<file path="config.mk">
export PLATFORM = sky130hd
export DESIGN_NAME = bcd_seq_ctrl_flat
export DESIGN_NICKNAME = d
export VERILOG_FILES = /design/src/rtl/bcd_seq_ctrl_if.sv /design/src/rtl/bcd_seq_ctrl.sv /design/src/flat_wrapper.sv
export SDC_FILE = /design/constraint.sdc
export NUM_CORES = 1
export LEC_CHECK = 0
export BUFFER_PORTS_ARGS = -buffer_cell sky130_fd_sc_hd__buf_2
export CORE_MARGIN = 8
export CORE_UTILIZATION = 30
export CTS_CLUSTER_DIAMETER = 50
export DETAILED_ROUTE_END_ITERATION = 7
export HOLD_SLACK_MARGIN = 0.05
export PLACE_DENSITY = 0.45
export SYNTH_ARGS = -nofsm -noshare
export SYNTH_HDL_FRONTEND = slang
export SYNTH_SLANG_ARGS = --single-unit
</file>
<file path="constraint.sdc">
create_clock -name clock -period 2.69 [get_ports clock]
set_input_delay 0.1345 -clock clock [delete_from_list [all_inputs] [get_ports clock]]
set_output_delay 0.1345 -clock clock [all_outputs]
set_load 0.005 [all_outputs]
</file>
<file path="src/rtl/bcd_seq_ctrl_if.sv">
// Handshake and result bundle between the control unit and the BCD converter.
// The master drives the request and ALU value; the slave returns status and digits.
interface bcd_seq_ctrl_if;
    logic        start;
    logic        out;
    logic [31:0] saidaUla;
    logic        busy;
    logic        done;
    logic        ovf;
    logic [3:0]  mil;
    logic [3:0]  cent;
    logic [3:0]  dez;
    logic [3:0]  uni;

    modport master (
        output start, out, saidaUla,
        input  busy, done, ovf, mil, cent, dez, uni
    );

    modport slave (
        input  start, out, saidaUla,
        output busy, done, ovf, mil, cent, dez, uni
    );
endinterface

</file>
<file path="src/rtl/bcd_seq_ctrl.sv">
// Sequential double-dabble binary-to-BCD converter with overflow clamp at 9999.
// Result and done appear 16 edges after acceptance; start is ignored while busy (no queuing).
module bcd_seq_ctrl #(
    parameter int NDIG = 4
) (
    input  logic         clock,
    input  logic         reset,
    bcd_seq_ctrl_if.slave bus
);
    typedef enum logic [1:0] {IDLE, CONV, DONE} state_t;

    state_t              state, state_nxt;
    logic [31:0]         hold;
    logic [4*NDIG-1:0]   scratch;
    logic [4*NDIG-1:0]   adj;
    logic [4*NDIG-1:0]   scratch_nxt;
    logic [3:0]          cnt;
    logic [15:0]         hold_lo;
    logic                ovf_q;
    logic [3:0]          mil_q, cent_q, dez_q, uni_q;
    logic                busy_c, done_c;

    assign hold_lo = hold[15:0];

    // Add-3 on every digit >= 5, then shift the whole chain left taking the next source bit.
    always_comb begin
        adj = '0;
        for (int i = 0; i < NDIG; i++) begin
            adj[4*i +: 4] = (scratch[4*i +: 4] >= 4'd5) ? scratch[4*i +: 4] + 4'd3
                                                         : scratch[4*i +: 4];
        end
        scratch_nxt = {adj[4*NDIG-2:0], hold_lo[cnt]};
    end

    always_ff @(posedge clock or posedge reset) begin
        if (reset) state <= IDLE;
        else       state <= state_nxt;
    end

    always_comb begin
        state_nxt = state;
        case (state)
            IDLE:    if (bus.start && bus.out) state_nxt = CONV;
            CONV:    if (cnt == 4'd0)          state_nxt = DONE;
            DONE:    state_nxt = IDLE;
            default: state_nxt = IDLE;
        endcase
    end

    always_comb begin
        busy_c = (state == CONV) || (state == DONE);
        done_c = (state == DONE);
    end

    always_ff @(posedge clock or posedge reset) begin
        if (reset) begin
            hold    <= '0;
            scratch <= '0;
            cnt     <= '0;
            ovf_q   <= 1'b0;
            mil_q   <= '0;
            cent_q  <= '0;
            dez_q   <= '0;
            uni_q   <= '0;
        end else begin
            case (state)
                IDLE: begin
                    if (bus.start && bus.out) begin
                        hold    <= bus.saidaUla;
                        scratch <= '0;
                        cnt     <= 4'd15;
                    end else if (bus.start) begin
                        ovf_q  <= 1'b0;
                        mil_q  <= '0;
                        cent_q <= '0;
                        dez_q  <= '0;
                        uni_q  <= '0;
                    end
                end
                CONV: begin
                    scratch <= scratch_nxt;
                    if (cnt != 4'd0) begin
                        cnt <= cnt - 4'd1;
                    end else if (hold > 32'd9999) begin
                        // Scratch is meaningless once the value is out of range; clamp instead.
                        ovf_q  <= 1'b1;
                        mil_q  <= 4'd9;
                        cent_q <= 4'd9;
                        dez_q  <= 4'd9;
                        uni_q  <= 4'd9;
                    end else begin
                        ovf_q  <= 1'b0;
                        mil_q  <= scratch_nxt[15:12];
                        cent_q <= scratch_nxt[11:8];
                        dez_q  <= scratch_nxt[7:4];
                        uni_q  <= scratch_nxt[3:0];
                    end
                end
                default: ;
            endcase
        end
    end

    assign bus.busy = busy_c;
    assign bus.done = done_c;
    assign bus.ovf  = ovf_q;
    assign bus.mil  = mil_q;
    assign bus.cent = cent_q;
    assign bus.dez  = dez_q;
    assign bus.uni  = uni_q;
endmodule

</file>
<file path="src/flat_wrapper.sv">
// flat-port wrapper written by rule: the top's interface ports become plain ports
module bcd_seq_ctrl_flat 
#(
    parameter int NDIG = 4
)
  (clock, reset, bus_start, bus_out, bus_saidaUla, bus_busy, bus_done, bus_ovf, bus_mil, bus_cent, bus_dez, bus_uni);
  bcd_seq_ctrl_if bus_i ();
  input  logic clock;
  input  logic reset;
  input wire logic [$bits(bus_i.start)-1:0] bus_start;
  input wire logic [$bits(bus_i.out)-1:0] bus_out;
  input wire logic [$bits(bus_i.saidaUla)-1:0] bus_saidaUla;
  output wire logic [$bits(bus_i.busy)-1:0] bus_busy;
  output wire logic [$bits(bus_i.done)-1:0] bus_done;
  output wire logic [$bits(bus_i.ovf)-1:0] bus_ovf;
  output wire logic [$bits(bus_i.mil)-1:0] bus_mil;
  output wire logic [$bits(bus_i.cent)-1:0] bus_cent;
  output wire logic [$bits(bus_i.dez)-1:0] bus_dez;
  output wire logic [$bits(bus_i.uni)-1:0] bus_uni;
  assign bus_i.start = bus_start;
  assign bus_i.out = bus_out;
  assign bus_i.saidaUla = bus_saidaUla;
  assign bus_busy = bus_i.busy;
  assign bus_done = bus_i.done;
  assign bus_ovf = bus_i.ovf;
  assign bus_mil = bus_i.mil;
  assign bus_cent = bus_i.cent;
  assign bus_dez = bus_i.dez;
  assign bus_uni = bus_i.uni;
  bcd_seq_ctrl #(.NDIG(NDIG)) u_core (.clock(clock), .reset(reset), .bus(bus_i));
endmodule
</file>
; ---- Word-level counts from Yosys, hierarchy flattened
; Index checks and enable logic that the tools add are counted.
[classes]
add_sub_neg = 5
order_cmp = 6
n_eq_ne = 8
muxes = 33
n_reduce_logical = 11
[ops]
columns = op, n
row1 = 4-bit two-way mux, 15
row2 = 4-bit case mux with 2 select lines, 5
row3 = "32-bit by 14-bit > comparator with 1-bit output, second input constant", 1
row4 = 16-bit case mux with 2 select lines, 1
row5 = "4-bit by 3-bit >= comparator with 1-bit output, second input constant", 4
row6 = 16-bit two-way mux, 1
row7 = "4-bit by 2-bit adder with 4-bit output, second input constant", 3
row8 = "2-bit != test, second input constant", 4
row9 = 2-bit AND reduction, 3
row10 = "4-bit by 5-bit < comparator with 1-bit output, second input constant", 1
row11 = 1-bit two-way mux, 5
row12 = 1-bit binary-select mux with 4-bit select, 1
row13 = 4-bit zero test, 1
row14 = 2-bit two-way mux, 2
row15 = "2-bit by 1-bit != test with 1-bit output, second input constant", 2
row16 = 2-bit case mux with 2 select lines, 1
row17 = 4-bit AND reduction, 1
row18 = 4-bit nonzero test, 1
row19 = "4-bit by 1-bit subtractor with 4-bit output, second input constant", 1
row20 = "3-bit by 2-bit adder with 3-bit output, second input constant", 1
row21 = 3-bit two-way mux, 1
row22 = 3-bit AND reduction, 1
row23 = "2-bit by 1-bit equality test with 1-bit output, second input constant", 1
row24 = "2-bit equality test, second input constant", 1
row25 = other kinds (5), 5
[totals]
ff_bits = 71
inputBits = 36
output_inout_bits = 19
elab_cells = 72

; ---- Depth between registers and ports, before layout
; Gate-level depths: netlist of run 1.
[depth]
ltp_word = 5
mapped_depth = 8
depth_no_buf = 6

; ---- Least setup slack after synthesis of run 1
; No wires, ideal clock.
[synth_timing]
path_type = register to register
from = reg u_core.cnt[0]
to = reg u_core.cent_q[2], in the netlist u_core.bus.cent[2]
setup_time_ns = 0.104
t_arrival_ns = 1.852
required_time_ns = 2.586
setup_slack_ns = 0.734
path_stages_with_launch = 8
path_buffers = 2
synth_period_minus_slack_ns = 1.956
cell_sequence = dfrtp_1 -> buf_2 -> inv_1 -> ha_1 -> or3b_4 -> a22o_4 -> buf_6 -> o41ai_2
[synth_via]
elab_chain_len = 3
[synth_lines]
columns = item, line_no
row1 = start: declaration, bcd_seq_ctrl.sv:17  ; logic [3:0] cnt;
row2 = start signal: assignment, bcd_seq_ctrl.sv:83  ; cnt <= cnt - 4'd1;
row3 = 4-bit nonzero test, bcd_seq_ctrl.sv:82  ; if (cnt != 4'd0) begin
row4 = 2-bit != test (no source line), -
row5 = 4-bit AND reduction (no source line), -
row6 = end signal: assignment, bcd_seq_ctrl.sv:94  ; cent_q <= scratch_nxt[11:8];
row7 = end: declaration, bcd_seq_ctrl.sv:20  ; logic [3:0] mil_q, cent_q, dez_q, uni_q;
; Every way passes these cells.
; A chain may end at the register's enable or synchronous reset.

; ---- Worst setup path in the final report of run 1
[layout_timing]
from = reg u_core.hold[25]
to = reg u_core.cent_q[1], in the netlist u_core.bus.cent[1]
[layout_via]
elab_chain_len = 4
[layout_lines]
columns = item, line_no
row1 = start: declaration, bcd_seq_ctrl.sv:13  ; logic [31:0] hold;
row2 = start signal: assignment, bcd_seq_ctrl.sv:69  ; hold <= bus.saidaUla;
row3 = 32-bit by 14-bit > comparator with 1-bit output, bcd_seq_ctrl.sv:84  ; end else if (hold > 32'd9999) begin
row4 = 4-bit two-way mux, bcd_seq_ctrl.sv:84
row5 = 4-bit two-way mux, bcd_seq_ctrl.sv:82
row6 = 4-bit case mux with 2 select lines, bcd_seq_ctrl.sv:66  ; case (state)
; Every way passes these cells. The select of a mux whose other input is x is not followed.

==> results.py, run 1 <==
metrics = {
    "drt": {
        "drc": 0,
        "wl_met2_mm": 3.92,
        "vias": 2651,
        "viasPerCell": 4.84,
        "route.met3.wl_um": 341,
        "met1_length_mm": 3.92,
        "wl_per_cell_um": 15.2,
        "top_layer": "met4",
        "first_pass_iters": 4,
        "wl_mm": 8.31,
        "drt_iter0_markers": 152,
        "detail-route-antenna-nets": 0,
    },
    "grt": {
        "grt_pass1_wl_mm": 14.3,
        "grt-ovfl-total": 0,
        "grt_max_degree": 72,
        "grt_pass1_vias": 2825,
        "track_usage_pct": 11.2,
        "grt_antenna_before_repair": 0,
    },
    "synthesis": {
        "syn_area_um2": 3530,
        "synth_area_per_cell_um2": 11.1,
        "synth_top_area_share_pct": 50.3,
        "synth_nets": 365,
        "ys_ff_latch": 71,
        "synth-edff-count": 0,
        "async_flop_share_pct": 100,
        "yosysWarnings": 0,
        "ys_types": 40,
        "seq_area_frac_synth_pct": 50.3,
        "yosys-top-cells-area": "dfrtp_1 50%, mux2_2 12%, nand2_1 4.7%",
        "synth_common_cells": "71 x dfrtp_1, 44 x nand2_1, 37 x mux2_2",
        "synthCells": 317,
        "synth_ff_type": "dfrtp_1",
        "synth.most_common_cell": "dfrtp_1",
        "synth_top_cell_by_area": "dfrtp_1",
    },
    "worst_setup_path": {
        "crit_arrival_ns": 2.36,
        "max_stage_delay_ns": 0.66,
        "critPathLaunchType": "flop",
        "cp_slowest_cell": "or3_1",
        "endpoint_kind": "flop",
        "crit_chain": "nor4_1 -> nand3_1 -> or3_1 -> o41ai_2",
        "criticalPathCategory": "flop to flop",
        "critPathMaxFanout": 8,
        "critical-path-top-delay-family": "simple AND/OR/NAND/NOR gates",
        "critPathBufInv": 0,
        "required_ns": 2.91,
    },
    "power_and_ir_drop": {
        "leakagePower_uw": 0.00200,
        "p_int_uw": 2620,
        "p_per_area_nw_per_um2": 873,
        "p_clk_share_pct": 26.7,
        "power.switching_uw": 1310,
        "power_frac_seq_pct": 42.3,
        "ir_drop_v": 0.000461,
        "p_comb_share_pct": 31.0,
        "switching_share_pct": 33.2,
        "power.total_uw": 3930,
    },
    "clock_tree": {
        "cts.clk_slew.worst_paths_ns": 0.05,
        "ctsHoldBuffers": 31,
        "cts_buffers": 9,
        "postCtsSetupBuffers": 0,
        "clock-sinks": 71,
        "clockBufferDepth": 2,
        "ctsHtreeMaxLevel": 3,
        "post_cts_resize_count": 0,
        "clk_latency_ns": 0.33,
        "cts_tree": "yes",
        "clockRootBuffer": "clkbuf_16",
    },
    "layout": {
        "drive_gt1_share_pct": 29.9,
        "n_antenna_cell": 0,
        "multi_input_area_um2": 1620,
        "regArea_um2": 1780,
        "area_growth_pct": 27.5,
        "fillers": 1121,
        "nets": 451,
        "final_area_um2": 4500,
    },
    "die": {
        "die_x_um": 124,
        "fp.dieArea_um2": 15500,
        "rows": 39,
        "ios": 55,
        "start_util_pct": 30.8,
        "fp.dieH_um": 124,
        "core_um2": 11500,
    },
    "sta": {
        "max_freq_mhz": 466,
        "report.final.slew_viol_count": 0,
        "post-route-min-period_ns": 2.14,
        "fin_crit_sh_pct": 79.7,
        "skew_ns": 0.00421,
        "fin_tns_setup_ns": 0,
        "tightest_slew_ns": 0.928,
        "final-hold-violation-count": 0,
        "slew_headroom_pct": 38.1,
        "setup_viol_count_final": 0,
        "hold_ws_ns": 0.0615,
        "rsz0062_at_grt": "no",
    },
    "run_status": {
        "outcome": "finished clean",
    },
    "placement": {
        "hpwl_mm": 5.84,
        "place_area_um2": 3940,
        "numPortBuffers": 54,
        "place_congestion": 0.726,
    },
    "flow_run": {
        "max_cap_viol_count": 0,
    },
    "hold_path": {
        "hold_path_class": "primary input to flop",
    },
}
## sequential cells by signal (all words and copies together) (netlist names)
register,flops
u_core.bus.dez,4
u_core.bus.uni,4
u_core.state,2
u_core.scratch,16
u_core.cnt,4
u_core.bus.ovf,1
u_core.bus.cent,4
u_core.hold,32
u_core.bus.mil,4
## worst reg2reg max path, stage by stage (launching register included)
cell	delay [ns]
dfrtp_1	0.37
nor4_1	0.31
nand3_1	0.31
or3_1	0.66
o41ai_2	0.37
## final timing paths
path                                          startpoint                              to  slack, ns  depth (start not counted)
max in group asynchronous                          reset   u_core.scratch[1]$_DFFE_PP0P_       2.01                          3
setup / recovery             u_core.hold[25]$_DFFE_PP0P_  u_core.bus.cent[1]$_DFFE_PP0P_       0.55                          4
min in group asynchronous                          reset     u_core.hold[29]$_DFFE_PP0P_       0.09                          3
setup reg to reg             u_core.hold[25]$_DFFE_PP0P_  u_core.bus.cent[1]$_DFFE_PP0P_       0.55                          4
hold / removal                          bus_saidaUla[31]     u_core.hold[31]$_DFFE_PP0P_       0.06                          2
hold reg to reg            u_core.bus.dez[1]$_DFFE_PP0P_   u_core.bus.dez[1]$_DFFE_PP0P_       0.47                          2
## layout make-up
cell class                 count  share of cell area [%]
clock buffer                  12                    5.48
sequential                    71                    39.5
timing repair buffer          90                    13.7
multi-input combinational    217                    36.0
tap                          143                    3.98
inverter                      14                    1.17
clock inverter                 1                   0.167
## kinds of logic (layout without fill, tap and decap cells)
kind of cell / count (synthesis) / count (layout) / share of synthesized area, %
multiplexers: 42 / 42 / 13.9
adder cells (fa/ha/maj): 12 / 12 / 4.25
AO/OA/AOI/OAI: 62 / 62 / 13.3
AND/OR/NAND/NOR: 94 / 94 / 12.6
XOR/XNOR: 7 / 7 / 1.74
buffers and inverters: 29 / 117 / 3.79
flip-flops: 71 / 71 / 50.3
## power by group through the flow
stage	Clock (uW)	Combinational [uW]	Sequential, uW
finish	1050	1220	1660
global route	1130	1380	1710
CTS	1090	1250	1660
detailed placement	0	1210	1680
global placement	0	1200	1680
floorplan	0	925	1590
## cell usage in the layout, fill, tap and decap left out, types with 12 or more instances in the layout
| cell | Yosys | final |
|---|---|---|
| nor2_1 | 12 | 12 |
| ha_1 | 12 | 12 |
| buf_2 | 2 | 54 |
| inv_1 | 14 | 13 |
| nand2_1 | 44 | 44 |
| mux2_2 | 37 | 37 |
| o21ai_0 | 19 | 19 |
| a21oi_1 | 12 | 12 |
| dlygate4sd3_1 | 0 | 31 |
| dfrtp_1 | 71 | 71 |
## stage by stage
stage,util [%],worst slack [ns],instances
after CTS,39.2,0.489,548
after floorplan,-,0.734,317
after global placement,34.3,0.590,504
after detailed placement,34.3,0.507,504
after global routing,39.2,0.336,548
final,39.2,0.545,548
## routing by layer
metal	vias up	track usage, %
met5	-	0
met4	0	3.83
met3	10	3.70
met2	54	17.5
met1	1288	14.2
li1	1299	-
No activity file was read; power rests on OpenSTA's default activity.
==> run 2, diff against run 1 <==
==> constraint.sdc (replaced) <==
create_clock -name clock -period 2 [get_ports clock]
set_input_delay 0.1 -clock clock [delete_from_list [all_inputs] [get_ports clock]]
set_output_delay 0.1 -clock clock [all_outputs]
set_load 0.005 [all_outputs]
==> results.py, run 2 (synthesis results as in run 1) <==
metrics = {
    "grt": {
        "track_usage_pct": 11.6,
        "grt-ovfl-total": 0,
        "grt_max_degree": 34,
        "grt_pass1_wl_mm": 14.6,
        "grt_antenna_before_repair": 0,
        "grt_pass1_vias": 2957,
    },
    "drt": {
        "wl_per_cell_um": 15.7,
        "vias": 2730,
        "wl_met2_mm": 4.22,
        "first_pass_iters": 5,
        "top_layer": "met4",
        "drc": 0,
        "viasPerCell": 4.85,
        "detail-route-antenna-nets": 0,
        "met1_length_mm": 4.07,
        "wl_mm": 8.85,
        "route.met3.wl_um": 444,
        "drt_iter0_markers": 163,
    },
    "power_and_ir_drop": {
        "p_int_uw": 3750,
        "p_per_area_nw_per_um2": 1190,
        "switching_share_pct": 32.7,
        "power_frac_seq_pct": 39.4,
        "p_clk_share_pct": 27.5,
        "p_comb_share_pct": 33.1,
        "leakagePower_uw": 0.00210,
        "power.total_uw": 5570,
        "ir_drop_v": 0.000920,
        "power.switching_uw": 1820,
    },
    "sta": {
        "post-route-min-period_ns": 1.88,
        "skew_ns": 0.00775,
        "rsz0062_at_grt": "no",
        "slew_headroom_pct": 51.2,
        "fin_crit_sh_pct": 94.2,
        "report.final.slew_viol_count": 0,
        "setup_viol_count_final": 0,
        "final-hold-violation-count": 0,
        "worst_slack_ns": 0.116,
        "tightest_slew_ns": 0.732,
        "fin_tns_setup_ns": 0,
        "max_freq_mhz": 531,
    },
    "layout": {
        "n_antenna_cell": 0,
        "final_area_um2": 4680,
        "layout_commonest_cell": "dfrtp_1",
        "largest_reg_flops": 32,
        "drive_gt1_share_pct": 32.4,
        "final_cell_mix": "71 x dfrtp_1, 54 x buf_2, 44 x nand2_1",
        "largestRegisters": "u_core.hold (32), u_core.scratch (16)",
        "area_growth_pct": 32.6,
        "largest_register": "u_core.hold",
        "final_util_pct": 40.8,
        "nets": 465,
    },
    "run_status": {
        "outcome": "finished clean",
    },
    "worst_setup_path": {
        "critPathLaunchType": "flop",
        "crit_arrival_ns": 2.11,
        "reg2regPathDepth": 5,
        "required_ns": 2.23,
        "critPathMaxFanout": 12,
        "endpoint_kind": "flop",
        "criticalPathCategory": "flop to flop",
    },
    "flow_run": {
        "max_cap_viol_count": 0,
    },
    "die": {
        "core_um2": 11500,
        "die_x_um": 124,
        "fp.dieArea_um2": 15500,
        "rows": 39,
        "start_util_pct": 30.8,
        "fp.dieH_um": 124,
        "ios": 55,
    },
    "placement": {
        "hpwl_mm": 6.13,
        "numPortBuffers": 54,
        "place_congestion": 0.725,
        "place_area_um2": 4060,
        "dp_slack_ns": 0.0729,
    },
    "clock_tree": {
        "clockRootBuffer": "clkbuf_16",
        "cts_buffers": 9,
        "clk_latency_ns": 0.33,
        "clock-sinks": 71,
        "cts.clk_slew.worst_paths_ns": 0.05,
        "cts_tree": "yes",
        "ctsHtreeMaxLevel": 3,
        "clockBufferDepth": 2,
        "postCtsSetupBuffers": 0,
    },
    "hold_path": {
        "worstHoldPathCells": 4,
        "hold_path_class": "primary input to flop",
    },
}
==> run 2: cell type report <==
| class | instances | area [um^2] |
|---|---|---|
| multi-input combinational | 218 | 1630 |
| tap | 143 | 179 |
| clock buffer | 14 | 284 |
| inverter | 14 | 52.6 |
| fill | 1104 | 6790 |
| timing repair buffer | 103 | 758 |
| sequential | 71 | 1780 |
==> run 2: worst paths after layout <==
kind / startpoint / endpoint / slack (ns)
min reg2reg: u_core.bus.uni[3]$_DFFE_PP0P_ / u_core.bus.uni[3]$_DFFE_PP0P_ / 0.47
min in group asynchronous: reset / u_core.hold[29]$_DFFE_PP0P_ / 0.45
max in group asynchronous: reset / u_core.cnt[3]$_DFFE_PP0P_ / 0.92
min: bus_out / u_core.state[1]$_DFFE_PP0P_ / 0.14
max reg2reg: u_core.cnt[1]$_DFFE_PP0P_ / u_core.bus.dez[1]$_DFFE_PP0P_ / 0.12
max: u_core.cnt[1]$_DFFE_PP0P_ / u_core.bus.dez[1]$_DFFE_PP0P_ / 0.12
==> run 2: routing by layer <==
metal / GRT usage [%] / vias up
met5: 0 / -
met4: 4.39 / 0
met3: 4.04 / 10
met2: 18.6 / 56
met1: 13.8 / 1330
li1: - / 1334
==> run 2: power groups by stage <==
stage / registers [uW] / clock network, uW / logic [uW]
finish: 2190 / 1530 / 1850
global route: 2250 / 1620 / 2070
CTS: 2200 / 1570 / 1850
detailed placement: 2230 / 0 / 1800
global placement: 2210 / 0 / 1770
floorplan: 2140 / 0 / 1240
==> run 2: repair_timing <==
action,4_1_cts,5_1_grt
hold buffers,33,0
resized for setup,0,1
hold endpoints to repair,63,0
setup endpoints to repair,0,8
==> run 2: metrics by stage <==
stage	hold slack (ns)	cells
2_1_floorplan	0.251	317
3_3_place_gp	0.275	515
3_5_place_dp	0.269	515
4_1_cts	0.130	562
5_1_grt	0.158	563
6_report	0.137	563
==> run 2: critical path, cell delays in order (launching register included) <==
cell and delay [ns]:
dfrtp_1 0.37, inv_1 0.10, ha_2 0.20, or3b_4 0.43, a22o_4 0.34, o41ai_2 0.32
